File: config.mk
export PLATFORM = sky130hd
export DESIGN_NAME = serial_pattern_gen
export DESIGN_NICKNAME = d
export VERILOG_FILES = /design/src/rtl/serial_pattern_gen.sv
export SDC_FILE = /design/constraint.sdc
export NUM_CORES = 1
export LEC_CHECK = 0
export BUFFER_PORTS_ARGS = -buffer_cell sky130_fd_sc_hd__clkbuf_2
export CAP_MARGIN = 30
export CORE_MARGIN = 4
export CORE_UTILIZATION = 61
export DETAILED_ROUTE_END_ITERATION = 6
export PLACE_DENSITY = 0.82
export SETUP_SLACK_MARGIN = 0.4
export SLEW_MARGIN = 10
export SYNTH_ARGS = -nofsm -noshare
export SYNTH_HDL_FRONTEND = slang
export SYNTH_SLANG_ARGS = --single-unit
File: constraint.sdc
create_clock -name clk -period 4.5 [get_ports clk]
set_input_delay 0.9 -clock clk [delete_from_list [all_inputs] [get_ports clk]]
set_output_delay 0.9 -clock clk [all_outputs]
set_load 0.02 [all_outputs]
File: src/rtl/serial_pattern_gen.sv
// Serial pattern generator: loads a parallel pattern and shifts it out LSB
// first, with hold, frame repeat and an optional idle gap between frames.
module serial_pattern_gen #(
  parameter int PATTERN_W  = 16,
  parameter int GAP_CYCLES = 0,
  parameter bit IDLE_BIT   = 1'b0
) (
  input  logic                         clk,
  input  logic                         reset,
  input  logic                         start,
  input  logic [PATTERN_W-1:0]         pattern,
  input  logic                         repeat_en,
  input  logic                         hold,
  output logic                         x,
  output logic                         x_valid,
  output logic                         busy,
  output logic                         done,
  output logic [$clog2(PATTERN_W)-1:0] bit_idx
);

  localparam int IW = $clog2(PATTERN_W);
  localparam int GW = (GAP_CYCLES > 1) ? $clog2(GAP_CYCLES) : 1;
  localparam logic [IW-1:0] LAST_IDX = IW'(PATTERN_W - 1);
  localparam logic [GW-1:0] GAP_LOAD = GW'((GAP_CYCLES > 0) ? GAP_CYCLES - 1 : 0);

  typedef enum logic [1:0] {
    ST_IDLE,
    ST_SHIFT,
    ST_GAP,
    ST_DONE
  } state_t;

  state_t                 state_q;
  logic [PATTERN_W-1:0]   stored_q;
  logic [PATTERN_W-1:0]   shreg_q;
  logic [GW-1:0]          gap_q;
  logic [IW-1:0]          idx_q;
  logic                   x_q;
  logic                   xv_q;
  logic                   busy_q;
  logic                   done_q;

  // The bit on x is always shreg_q[0]; advancing shifts right and presents
  // the next bit directly, so x_q stays registered without a mux on idx.
  always_ff @(posedge clk or posedge reset) begin
    if (reset) begin
      state_q  <= ST_IDLE;
      stored_q <= '0;
      shreg_q  <= '0;
      gap_q    <= '0;
      idx_q    <= '0;
      x_q      <= IDLE_BIT;
      xv_q     <= 1'b0;
      busy_q   <= 1'b0;
      done_q   <= 1'b0;
    end else begin
      done_q <= 1'b0;
      case (state_q)
        ST_IDLE, ST_DONE: begin
          state_q <= ST_IDLE;
          if (start) begin
            stored_q <= pattern;
            shreg_q  <= pattern;
            x_q      <= pattern[0];
            xv_q     <= 1'b1;
            busy_q   <= 1'b1;
            idx_q    <= '0;
            state_q  <= ST_SHIFT;
          end
        end
        ST_SHIFT: begin
          if (!hold) begin
            if (idx_q == LAST_IDX) begin
              done_q <= 1'b1;
              idx_q  <= '0;
              if (repeat_en) begin
                shreg_q <= stored_q;
                if (GAP_CYCLES > 0) begin
                  state_q <= ST_GAP;
                  x_q     <= IDLE_BIT;
                  xv_q    <= 1'b0;
                  gap_q   <= GAP_LOAD;
                end else begin
                  x_q <= stored_q[0];
                end
              end else begin
                state_q <= ST_DONE;
                x_q     <= IDLE_BIT;
                xv_q    <= 1'b0;
                busy_q  <= 1'b0;
              end
            end else begin
              shreg_q <= shreg_q >> 1;
              x_q     <= shreg_q[1];
              idx_q   <= idx_q + 1'b1;
            end
          end
        end
        ST_GAP: begin
          if (!hold) begin
            if (gap_q == '0) begin
              state_q <= ST_SHIFT;
              x_q     <= shreg_q[0];
              xv_q    <= 1'b1;
            end else begin
              gap_q <= gap_q - 1'b1;
            end
          end
        end
        default: state_q <= ST_IDLE;
      endcase
    end
  end

  assign x       = x_q;
  assign x_valid = xv_q;
  assign busy    = busy_q;
  assign done    = done_q;
  assign bit_idx = idx_q;

endmodule

# Yosys cells after proc, flatten, opt, wreduce, memory -nomap -nowiden
# Index checks and enable logic that the tools add are counted.
classes:
  addsub: 2
  mul: 0
  div: 0
  n_lt_le_gt_ge: 0
  n_eq_ne: 11
  n_shift: 0
  muxes: 35
  n_bitwise: 1
  reduce_logical: 11
op_table:
  columns: ["op", "n"]
  rows:
  - ["16-bit two-way mux", 4]
  - ["16-bit case mux with 2 select lines", 1]
  - ["1-bit two-way mux", 17]
  - ["4-bit two-way mux", 3]
  - ["2-bit != test (second input constant)", 6]
  - ["2-bit two-way mux", 5]
  - ["5-bit AND reduction", 2]
  - ["4-bit case mux with 2 select lines", 1]
  - ["4-bit AND reduction", 2]
  - ["1-bit case mux with 3 select lines", 2]
  - ["2-bit case mux with 3 select lines", 1]
  - ["6-bit AND reduction", 1]
  - ["4-bit by 1-bit adder with 4-bit output (second input constant)", 1]
  - ["2-bit equality test (second input constant)", 2]
  - ["4-bit equality test (second input constant)", 1]
  - ["2-bit AND reduction", 2]
  - ["3-bit != test (second input constant)", 1]
  - ["3-bit AND reduction", 1]
  - ["2-bit by 1-bit equality test with 1-bit output (second input constant)", 1]
  - ["2-bit logical NOT", 1]
  - ["1-bit case mux with 2 select lines", 1]
  - ["2-bit nonzero test", 1]
  - ["2-bit OR reduction", 1]
  - ["1-bit inverter", 1]
  - ["1-bit subtractor (second input constant)", 1]
totals:
  regBits: 43
  latch_bits: 0
  ram_bits: 0
  mem_bits_ro: 0
  inputBits: 21
  output_inout_bits: 8
  word_cells: 69
  mem_count: 0

# Depth between registers and ports, before layout
# Gate-level depths: netlist of the first run.
depth:
  word_depth: 4
  depth_mapped: 9

# Worst setup path before layout of the first run
# No wires, ideal clock.
synth_path:
  path_type: "in2reg"
  from: "input port start"
  to: "register shreg_q[0]"
  setup_ps: 125
  arrival_ps: 1865
  required_ps: 4375
  slack_ps: 2510
  stages: 6
  path_buffers: 2
  path_cell_list: "nand2b_1 -> o211ai_2 -> a21o_1 -> buf_6 -> buf_6 -> mux2_4"
synth_between:
  elab_chain_cells: 2
synth_rtl:
  columns: ["element", "line_no", "rtl"]
  rows:
  - ["start, declared", "10", "input logic start,"]
  - ["2-bit != test (no source line)", null, null]
  - ["4-bit AND reduction (no source line)", null, null]
  - ["end signal, assigned", "63", "shreg_q <= pattern;"]
  - ["end signal, assigned", "77", "shreg_q <= stored_q;"]
  - ["end signal, assigned", "93", "shreg_q <= shreg_q >> 1;"]
  - ["end, declared", "35", "logic [PATTERN_W-1:0] shreg_q;"]
# No other way between the ends.
# A chain may end at the register's enable or synchronous reset.

# Worst setup path after layout of the first run
layout_path:
  from: "register idx_q[0], in the netlist bit_idx[0]"
  to: "register shreg_q[4]"
layout_between:
  elab_chain_cells: 4
layout_rtl:
  columns: ["element", "line_no", "rtl"]
  rows:
  - ["start, declared", "37", "logic [IW-1:0] idx_q;"]
  - ["start signal, assigned", "95", "idx_q <= idx_q + 1'b1;"]
  - ["4-bit equality test *", "73", "if (idx_q == LAST_IDX) begin"]
  - ["16-bit two-way mux", "73", null]
  - ["16-bit two-way mux", "72", "if (!hold) begin"]
  - ["16-bit case mux with 2 select lines", "58", "case (state_q)"]
# Mark *: on every way between the ends. The rest lies on a longest branch, timed or not. The select of a mux whose other input is x is not followed.

==> qor.yml, run 1 <==
initial_core_util: 0.636
maxCapViolCount: 0
synthTopCellsByArea: "dfrtp_1 49%, mux2_2 11%, mux2_4 7.0%"
cts_root_buffer: "clkbuf_4"
finalClockSkew_ns: 0.00823
crit_path_max_incr_delay_ns: 0.66
overflow: 0
hpwl_mm: 2.77
placementRows: 21
die_h_um: 67.2
fmaxAchievable_ghz: 0.367
fillers: 287
antenna_left: 0
syn_area_sq_mm: 0.00214
worstMarginPinSlew_ns: 0.783
route.detailed.drc: 0
cp-start-kind: "register"
relSlewSlack: 0.478
hold_path_startpoint: "stored_q[15]"
grt.total_usage: 0.198
hold_violations: 0
layout-drive-gt1-share: 0.294
rrSetupSlack_ns: 1.78
fp.dieW_um: 67.2
synth_top_area_cell: "dfrtp_1"
first_pass_iters: 4
min_period_ns: 2.72
outcome: "completed"
p_leak_nw: 1.12
r2r_start: "bit_idx[0]"
min_path_type: "reg2reg"
crit_arrival_ns: 2.96
cts_buffer_depth: 2
async_flop_share: 1.00
cts_resized: 0
rr_worst_depth: 5
grt_pass1_vias: 1465
cts_hold_buf: 0
post_cts_buffers: 0
syn-num-nets: 228
area_growth_pct: 8.54
synth_top_area_share: 0.492
path_cells: "ha_1 -> nand3_1 -> nor2_1 -> a21o_1 -> mux2_2"
cts.sinks: 42
vias: 1562
min_to: "stored_q[15]"
ir_drop_v: 0.000456
grt_pass1_wl_mm: 6.67
setup_viol: 0
path_class: "reg2reg"
gp_congestion: 0.774
maxSlewViolCount: 0
fin_tns_setup_ns: 0
synth_top_flop_cell: "dfrtp_1"
ys_types: 32
placed_area_sq_mm: 0.00228
drt_iter0_markers: 152
fin_util: 0.690
rsz0062_at_grt: "no"
ys_ff_latch: 42
holdWs_ns: 0.499
stdcell_area_sq_mm: 0.00232
wl_per_cell_um: 14.6
io_pins: 29
die_area_sq_mm: 0.00452
htree_levels: 2
cts_tree: "built"
design.core.area_sq_mm: 0.00336
crit_fanout: 20
cp-end-kind: "register"
critPathSlowestCell: "a21o_1"
power_w: 0.00210
r2r-end: "shreg_q[4]"
synth-edff-count: 0
nets: 253
fin_crit_sh: 0.605
vias_per_cell: 5.70
path_clk_slew_ns: 0.12
register_area_sq_mm: 0.00105
required_ns: 4.74
yosysMostFrequentCell: "dfrtp_1"
grt_max_degree: 43
drt_wl_total_mm: 4.01
insertion_delay_ns: 0.35
ys_warn_count: 0
port_buffers: 28
antenna_found_initial: 0
synth_commonest_cells: "42 x dfrtp_1, 39 x nand2_1, 21 x mux2_2"
hold_depth: 2
multi_input_area_sq_um: 997
postSynthAreaPerCell_sq_um: 10.5
ys_seq_area_frac: 0.492
synth_cells: 203
power_density_mw_per_mm2: 903
diodes: 0
cts-buffers-inserted: 5
power by group:
| part | internal [W] | switching [W] | total (W) |
|---|---|---|---|
| Combinational | 0.000617 | 0.000615 | 0.00123 |
| Clock | 0.0000591 | 0.000115 | 0.000174 |
| Sequential | 0.000576 | 0.000114 | 0.000690 |
routing by layer:
metal | vias to the layer above | global-route usage | part of all wire
met2 | 26 | 0.328 | 0.49
met5 | - | 0 | 0
li1 | 763 | - | -
met3 | 5 | 0.0349 | 0.038
met4 | 0 | 0.0835 | 0.013
met1 | 768 | 0.255 | 0.46
layout make-up:
class	count	area share
Clock buffer	7	0.0194
Inverter	4	0.00647
Multi-Input combinational cell	145	0.430
Timing Repair Buffer	30	0.0668
Tap cell	46	0.0248
Sequential cell	42	0.453
critical path: cells and delay by family, from the launching register on:
kind	cells	cell delay (ns)
flip-flops	1	0.45
multiplexers	1	0.41
AO/OA/AOI/OAI	1	0.66
AND/OR/NAND/NOR	2	0.83
adder cells (fa/ha/maj)	1	0.25
per-stage QoR:
stage | cells | setup slack (ns)
detailed placement | 267 | 1.80
global placement | 267 | 1.92
CTS | 274 | 1.78
global route | 274 | 1.42
finish | 274 | 1.78
floorplan | 203 | 2.51
cells in the final DEF, fill, tap and decap left out:
| cell type | instances |
|---|---|
| a21boi_0 | 2 |
| o211ai_2 | 1 |
| nand2_1 | 39 |
| nand2b_1 | 1 |
| dfrtp_1 | 42 |
| mux2_2 | 21 |
| a31oi_1 | 17 |
| nand4b_1 | 1 |
| clkbuf_1 | 2 |
| ha_1 | 4 |
| clkbuf_4 | 5 |
| a22o_1 | 1 |
| buf_4 | 2 |
| o211a_1 | 1 |
| a211oi_1 | 1 |
| nand4_1 | 1 |
| clkbuf_2 | 28 |
| mux2_4 | 10 |
| nor3b_1 | 1 |
| nand3_1 | 6 |
| o21ai_0 | 5 |
| o21a_1 | 1 |
| and2b_1 | 1 |
| a21o_1 | 2 |
| a21oi_1 | 3 |
| nand3b_1 | 1 |
| inv_1 | 4 |
| o21ai_1 | 1 |
| o22a_1 | 1 |
| and3_1 | 2 |
| o31ai_1 | 3 |
| nor2_1 | 17 |
| nor3_1 | 1 |
kinds of logic after synthesis:
logic type | share of synthesized area
and+or+nand+nor | 0.141
DFF | 0.492
AOI/OAI and AO/OA | 0.121
muxes | 0.181
buffers and inverters | 0.0421
adders and majority gates | 0.0234
flip-flops by register name, indices dropped and copies added, names as in the netlist:
signal,flops
stored_q,16
x,1
shreg_q,16
bit_idx,4
x_valid,1
busy,1
done,1
state_q,2
worst max-delay path by stage:
stage	start	to	slack, ns	cells after the start
final	bit_idx[0]	shreg_q[4]	1.78	5
after global routing	bit_idx[0]	shreg_q[1]	1.42	5
after CTS	bit_idx[0]	shreg_q[1]	1.78	5
after detailed placement	bit_idx[0]	shreg_q[1]	1.80	5
after global placement	bit_idx[0]	shreg_q[5]	1.92	5
after floorplan	start	shreg_q[0]	2.51	6
No activity file was read; power rests on OpenSTA's default activity.
==> run 2, diff against run 1 <==
--- a/config.mk
+++ b/config.mk
@@ -8,9 +8,9 @@
 export BUFFER_PORTS_ARGS = -buffer_cell sky130_fd_sc_hd__clkbuf_2
 export CAP_MARGIN = 30
 export CORE_MARGIN = 4
-export CORE_UTILIZATION = 61
+export CORE_UTILIZATION = 57
 export DETAILED_ROUTE_END_ITERATION = 6
-export PLACE_DENSITY = 0.82
+export PLACE_DENSITY = 0.77
 export SETUP_SLACK_MARGIN = 0.4
 export SLEW_MARGIN = 10
 export SYNTH_ARGS = -nofsm -noshare
==> constraint.sdc (replaced) <==
create_clock -name clk -period 2.54 [get_ports clk]
set_input_delay 0.508 -clock clk [delete_from_list [all_inputs] [get_ports clk]]
set_output_delay 0.508 -clock clk [all_outputs]
set_load 0.02 [all_outputs]
==> run 2 against run 1 <==
Global-route usage barely moved. Sequential power rose by 78%. Maximum frequency rose by 34%. Combinational power rose by 85%. Non-clock buffer count rose by 4. Setup slack got worse by 1.3 ns. Via count rose by 2.3%. Clock skew fell by 0.0012 ns. Sequential share of layout area fell by 1.8 points. Count of clock-buffer cells in the layout fell by 2. Sequential cell count did not move. Critical path type unchanged. Critical endpoint is now shreg_q[12]. Largest power group unchanged.
==> qor.yml, run 2 (synthesized netlist as in run 1, its figures left out) <==
outcome: "completed"  # unchanged
htree_levels: 2  # unchanged
cts_root_buffer: "clkbuf_8"  # was clkbuf_4
fin_crit_sh: 0.801  # was 0.605
finalClockSkew_ns: 0.00700  # was 0.00823 ns
initial_core_util: 0.617  # was 0.636
power_density_mw_per_mm2: 1670  # was 903 mW/mm^2
design.core.area_sq_mm: 0.00347  # was 0.00336 sq mm
min_path_type: "in2async"  # was reg2reg
fp.dieW_um: 69.3  # was 67.2 um
ir_drop_v: 0.000726  # was 0.000456 V
die_area_sq_mm: 0.00480  # was 0.00452 sq mm
stdcell_area_sq_mm: 0.00242  # was 0.00232 sq mm
drt_iter0_markers: 112  # was 152
wl_per_cell_um: 15.6  # was 14.6 um
route.detailed.drc: 0  # unchanged
first_pass_iters: 4  # unchanged
die_h_um: 69.3  # was 67.2 um
power_w: 0.00403  # was 0.00210 W
vias_per_cell: 5.73  # was 5.70
critPathSlowestCell: "dfrtp_1"  # was a21o_1
p_leak_nw: 1.17  # was 1.12 nW
placementRows: 21  # unchanged
cts_resized: 0  # unchanged
crit_path_max_incr_delay_ns: 0.40  # was 0.66 ns
path_class: "reg2reg"  # unchanged
required_ns: 2.73  # was 4.74 ns
hold_violations: 0  # unchanged
cts-buffers-inserted: 5  # unchanged
placed_area_sq_mm: 0.00231  # was 0.00228 sq mm
min_period_ns: 2.03  # was 2.72 ns
fin_ws_ns: 0.506  # was 1.78 ns
drt_wl_total_mm: 4.36  # was 4.01 mm
antenna_found_initial: 0  # unchanged
grt.total_usage: 0.197  # was 0.198
gp_congestion: 0.807  # was 0.774
crit_fanout: 7  # was 20
cts_buffer_depth: 2  # unchanged
r2r_start: "state_q[0]"  # was bit_idx[0]
path_clk_slew_ns: 0.08  # was 0.12 ns
io_pins: 29  # unchanged
grt_max_degree: 43  # unchanged
fin_tns_setup_ns: 0  # unchanged
cts_hold_buf: 0  # unchanged
diodes: 0  # unchanged
rrSetupSlack_ns: 0.51  # was 1.78 ns
layout-drive-gt1-share: 0.322  # was 0.294
insertion_delay_ns: 0.30  # was 0.35 ns
rsz0062_at_grt: "no"  # unchanged
port_buffers: 28  # unchanged
r2r-end: "shreg_q[12]"  # was shreg_q[4]
grt_pass1_vias: 1622  # was 1465
worstMarginPinSlew_ns: 0.719  # was 0.783 ns
overflow: 0  # unchanged
area_growth_pct: 13.0  # was 8.54%
grt_pass1_wl_mm: 7.64  # was 6.67 mm
final_common_cell: "dfrtp_1"  # unchanged
maxCapViolCount: 0  # unchanged
path_cells: "inv_1 -> ha_1 -> o211ai_2 -> a21o_1 -> buf_4 -> mux2_4"  # was ha_1 -> nand3_1 -> nor2_1 -> a21o_1 -> mux2_2
fmaxAchievable_ghz: 0.492  # was 0.367 GHz
rr_worst_depth: 6  # was 5
cp-start-kind: "register"  # unchanged
maxSlewViolCount: 0  # unchanged
cp-end-kind: "register"  # unchanged
cts.sinks: 42  # unchanged
hpwl_mm: 2.89  # was 2.77 mm
pre_cts_ws_ns: 0.511  # was 1.80 ns
setup_viol: 0  # unchanged
relSlewSlack: 0.519  # was 0.478
cts_tree: "built"  # unchanged
antenna_left: 0  # unchanged
vias: 1598  # was 1562
final_cell_mix: "42 x dfrtp_1, 39 x nand2_1, 28 x clkbuf_2"  # unchanged
holdWs_ns: 0.301  # was 0.499 ns
post_cts_buffers: 0  # unchanged
nets: 257  # was 253
crit_arrival_ns: 2.22  # was 2.96 ns
==> run 2: cell types whose count changed in the layout (fill, tap and decap cells not counted) <==
| cell | previous run | this run |
|---|---|---|
| clkbuf_4 | 5 | 0 |
| clkbuf_8 | 0 | 5 |
| buf_4 | 2 | 6 |
| clkbuf_1 | 2 | 0 |
| clkinv_2 | 0 | 2 |
| and3_1 | 2 | 1 |
| and3_2 | 0 | 1 |
| bufinv_16 | 0 | 1 |
==> run 2: power breakdown <==
part | leakage (nW) | total [W] | switching [W] | internal (W)
Clock | 0.0579 | 0.000531 | 0.000242 | 0.000290
Sequential | 0.505 | 0.00123 | 0.000205 | 0.00102
Combinational | 0.605 | 0.00227 | 0.00112 | 0.00115
Total | 1.17 | 0.00403 | 0.00156 | 0.00246
==> run 2: worst max path at each step <==
stage	startpoint	to	slack, ns
floorplan	state_q[0]	shreg_q[0]	0.67
global placement	state_q[0]	shreg_q[14]	0.58
finish	state_q[0]	shreg_q[12]	0.51
global route	state_q[0]	shreg_q[12]	0.41
detailed placement	state_q[0]	shreg_q[12]	0.51
CTS	state_q[0]	shreg_q[12]	0.51
==> run 2: cell type report <==
class	instances	area, sq um
clock buffer	5	68.8
clock inverter	3	40.0
fill	291	1050
inverter	4	15.0
multi-input combinational	145	998
sequential	42	1050
tap	46	57.6
timing repair buffer	34	185
==> run 2: critical path: cells and delay by family, from the launching register on <==
| kind | cells | cell delay [ns] |
|---|---|---|
| fa+ha+maj | 1 | 0.38 |
| flops | 1 | 0.40 |
| mux | 1 | 0.31 |
| buf+inv | 2 | 0.29 |
| compound gates | 2 | 0.53 |
==> run 2: layer usage <==
layer / up-vias / GRT usage / wire length (um)
met2: 38 / 0.306 / 2130
met4: 0 / 0.0846 / 87
met3: 10 / 0.0565 / 189
met1: 774 / 0.258 / 1950
li1: 776 / - / -
met5: - / 0 / 0
==> run 2: through the flow <==
step           utilization  instances
6_report             0.697        279
5_1_grt              0.697        279
4_1_cts              0.696        279
3_5_place_dp         0.665        271
3_3_place_gp         0.665        271
2_1_floorplan            -        203
==> run 3, diff against run 2 <==
--- a/config.mk
+++ b/config.mk
@@ -8,9 +8,9 @@
 export BUFFER_PORTS_ARGS = -buffer_cell sky130_fd_sc_hd__clkbuf_2
 export CAP_MARGIN = 30
 export CORE_MARGIN = 4
-export CORE_UTILIZATION = 57
+export CORE_UTILIZATION = 51
 export DETAILED_ROUTE_END_ITERATION = 6
-export PLACE_DENSITY = 0.77
+export PLACE_DENSITY = 0.73
 export SETUP_SLACK_MARGIN = 0.4
 export SLEW_MARGIN = 10
 export SYNTH_ARGS = -nofsm -noshare
==> constraint.sdc (replaced) <==
create_clock -name clk -period 1.7 [get_ports clk]
set_input_delay 0.34 -clock clk [delete_from_list [all_inputs] [get_ports clk]]
set_output_delay 0.34 -clock clk [all_outputs]
set_load 0.02 [all_outputs]
==> run 3 against run 2 <==
The flow now finishes with violations (negative setup slack). Clock power grew 15%. Critical endpoint is now shreg_q[5]. Worst hold slack got worse by 0.25 ns. Largest power group unchanged. Global-route usage down 0.71 points.
==> qor.yml, run 3 (synthesized netlist as in run 1, its figures left out) <==
outcome: "finished with violations"  # was completed
failed_checks: "negative setup slack"
path_clk_slew_ns: 0.08  # about the same
rsz0062_at_grt: "yes"  # was no
fmaxAchievable_ghz: 0.587  # was 0.492 GHz
grt.total_usage: 0.190  # was 0.197
drt_wl_total_mm: 5.20  # was 4.36 mm
maxSlewViolCount: 0  # unchanged
vias: 1672  # was 1598
min_path_type: "in2async"  # unchanged
area_growth_pct: 37.9  # was 13.0%
finalClockSkew_ns: 0.00412  # was 0.00700 ns
cts.sinks: 42  # unchanged
design.core.area_sq_mm: 0.00403  # was 0.00347 sq mm
first_pass_iters: 4  # unchanged
die_area_sq_mm: 0.00529  # was 0.00480 sq mm
p_leak_nw: 1.40  # was 1.17 nW
ir_drop_v: 0.00131  # was 0.000726 V
vias_per_cell: 5.46  # was 5.73
diodes: 0  # unchanged
gp_congestion: 0.754  # was 0.807
crit_fanout: 8  # was 7
setup_viol: 4  # was 0
hold_violations: 0  # unchanged
nets: 281  # was 257
fin_cells: 306  # was 279
grt_max_degree: 24  # was 43
antenna_left: 0  # unchanged
route.detailed.drc: 0  # unchanged
maxCapViolCount: 0  # unchanged
overflow: 0  # unchanged
final_cell_mix: "38 x dfrtp_1, 34 x nand2_1, 27 x mux2_4"  # was 42 x dfrtp_1, 39 x nand2_1, 28 x clkbuf_2
wl_per_cell_um: 17.0  # was 15.6 um
path_class: "reg2reg"  # unchanged
stdcell_area_sq_mm: 0.00295  # was 0.00242 sq mm
grt_pass1_vias: 1575  # was 1622
drt_iter0_markers: 127  # was 112
fillers: 286  # was 291
die_h_um: 72.8  # was 69.3 um
pre_cts_ws_ns: -0.0582  # was 0.511 ns
crit_arrival_ns: 1.88  # was 2.22 ns
fp.dieW_um: 72.8  # was 69.3 um
layout-drive-gt1-share: 0.496  # was 0.322
cp-end-kind: "register"  # unchanged
cts_buffer_depth: 2  # unchanged
htree_levels: 2  # unchanged
cts_root_buffer: "clkbuf_8"  # unchanged
final_common_cell: "dfrtp_1"  # unchanged
grt_pass1_wl_mm: 7.73  # was 7.64 mm
hpwl_mm: 3.05  # was 2.89 mm
fin_ws_ns: -0.00340  # was 0.506 ns
cts_tree: "built"  # unchanged
required_ns: 1.88  # was 2.73 ns
power_w: 0.00788  # was 0.00403 W
io_pins: 29  # unchanged
cts-buffers-inserted: 5  # unchanged
initial_core_util: 0.531  # was 0.617
rrSetupSlack_ns: -0.003  # was 0.51 ns
power_density_mw_per_mm2: 2670  # was 1670 mW/mm^2
port_buffers: 28  # unchanged
cp-start-kind: "register"  # unchanged
worstMarginPinSlew_ns: 0.491  # was 0.719 ns
placedCellCount: 284  # was 271
cts_hold_buf: 0  # unchanged
fin_crit_sh: 1.00  # was 0.801
relSlewSlack: 0.672  # was 0.519
antenna_found_initial: 0  # unchanged
min_period_ns: 1.70  # was 2.03 ns
insertion_delay_ns: 0.29  # was 0.30 ns
placed_area_sq_mm: 0.00247  # was 0.00231 sq mm
placementRows: 23  # was 21
[run 3: cell type report]
cell class / instances / area, sq um / area share
multi-input combinational: 145 / 1250 / 0.425
sequential: 42 / 1060 / 0.358
timing repair buffer: 58 / 482 / 0.163
clock buffer: 7 / 76.3 / 0.0259
tap: 50 / 62.6 / 0.0212
inverter: 4 / 18.8 / 0.00636
[run 3: what timing repair did]
| action | CTS | global route |
|---|---|---|
| pin swaps | 2 | 8 |
| buffers inserted | 4 | 8 |
| cloned | 3 | 0 |
| resized for setup | 23 | 51 |
| setup endpoints to repair | 43 | 45 |
[run 3: metal layers]
metal  global-route usage  vias up  part of all wire
met1                0.258      817              0.46
met3               0.0413        5             0.033
li1                     -      820                 -
met2                0.304       30              0.50
met4               0.0615        0            0.0098
met5                    0        -                 0
[run 3: stage by stage]
step / utilization / hold WS [ns] / TNS, ns
after floorplan: - / 0.331 / -0.216
after global placement: 0.614 / 0.381 / 0
after detailed placement: 0.614 / 0.382 / -0.327
after CTS: 0.670 / 0.0618 / 0
after global routing: 0.732 / 0.0951 / -0.423
final: 0.732 / 0.0535 / -0.00920
[run 3: power breakdown]
part | switching, W | total (W) | leakage (nW) | internal, W
logic | 0.00230 | 0.00538 | 0.862 | 0.00308
registers | 0.000358 | 0.00190 | 0.501 | 0.00154
clock network | 0.000326 | 0.000609 | 0.0383 | 0.000283
[run 3: critical path, cell delays in order (launching register included)]
cell and delay, ns:
dfrtp_2 0.45, inv_2 0.09, ha_4 0.23, nand2b_4 0.09, o211ai_4 0.07, a21o_4 0.22
buf_12 0.15, mux2_4 0.29
[run 3: final timing paths]
check | start | endpoint | cells past startpoint
worst max-delay path | state_q[0] | shreg_q[5] | 7
worst min-delay path | reset | shreg_q[10] | 2
worst max register to register | state_q[0] | shreg_q[5] | 7
worst min register to register | x | x | 2
max in group asynchronous | reset | state_q[0] | 3
min in group clk | pattern[15] | stored_q[15] | 3
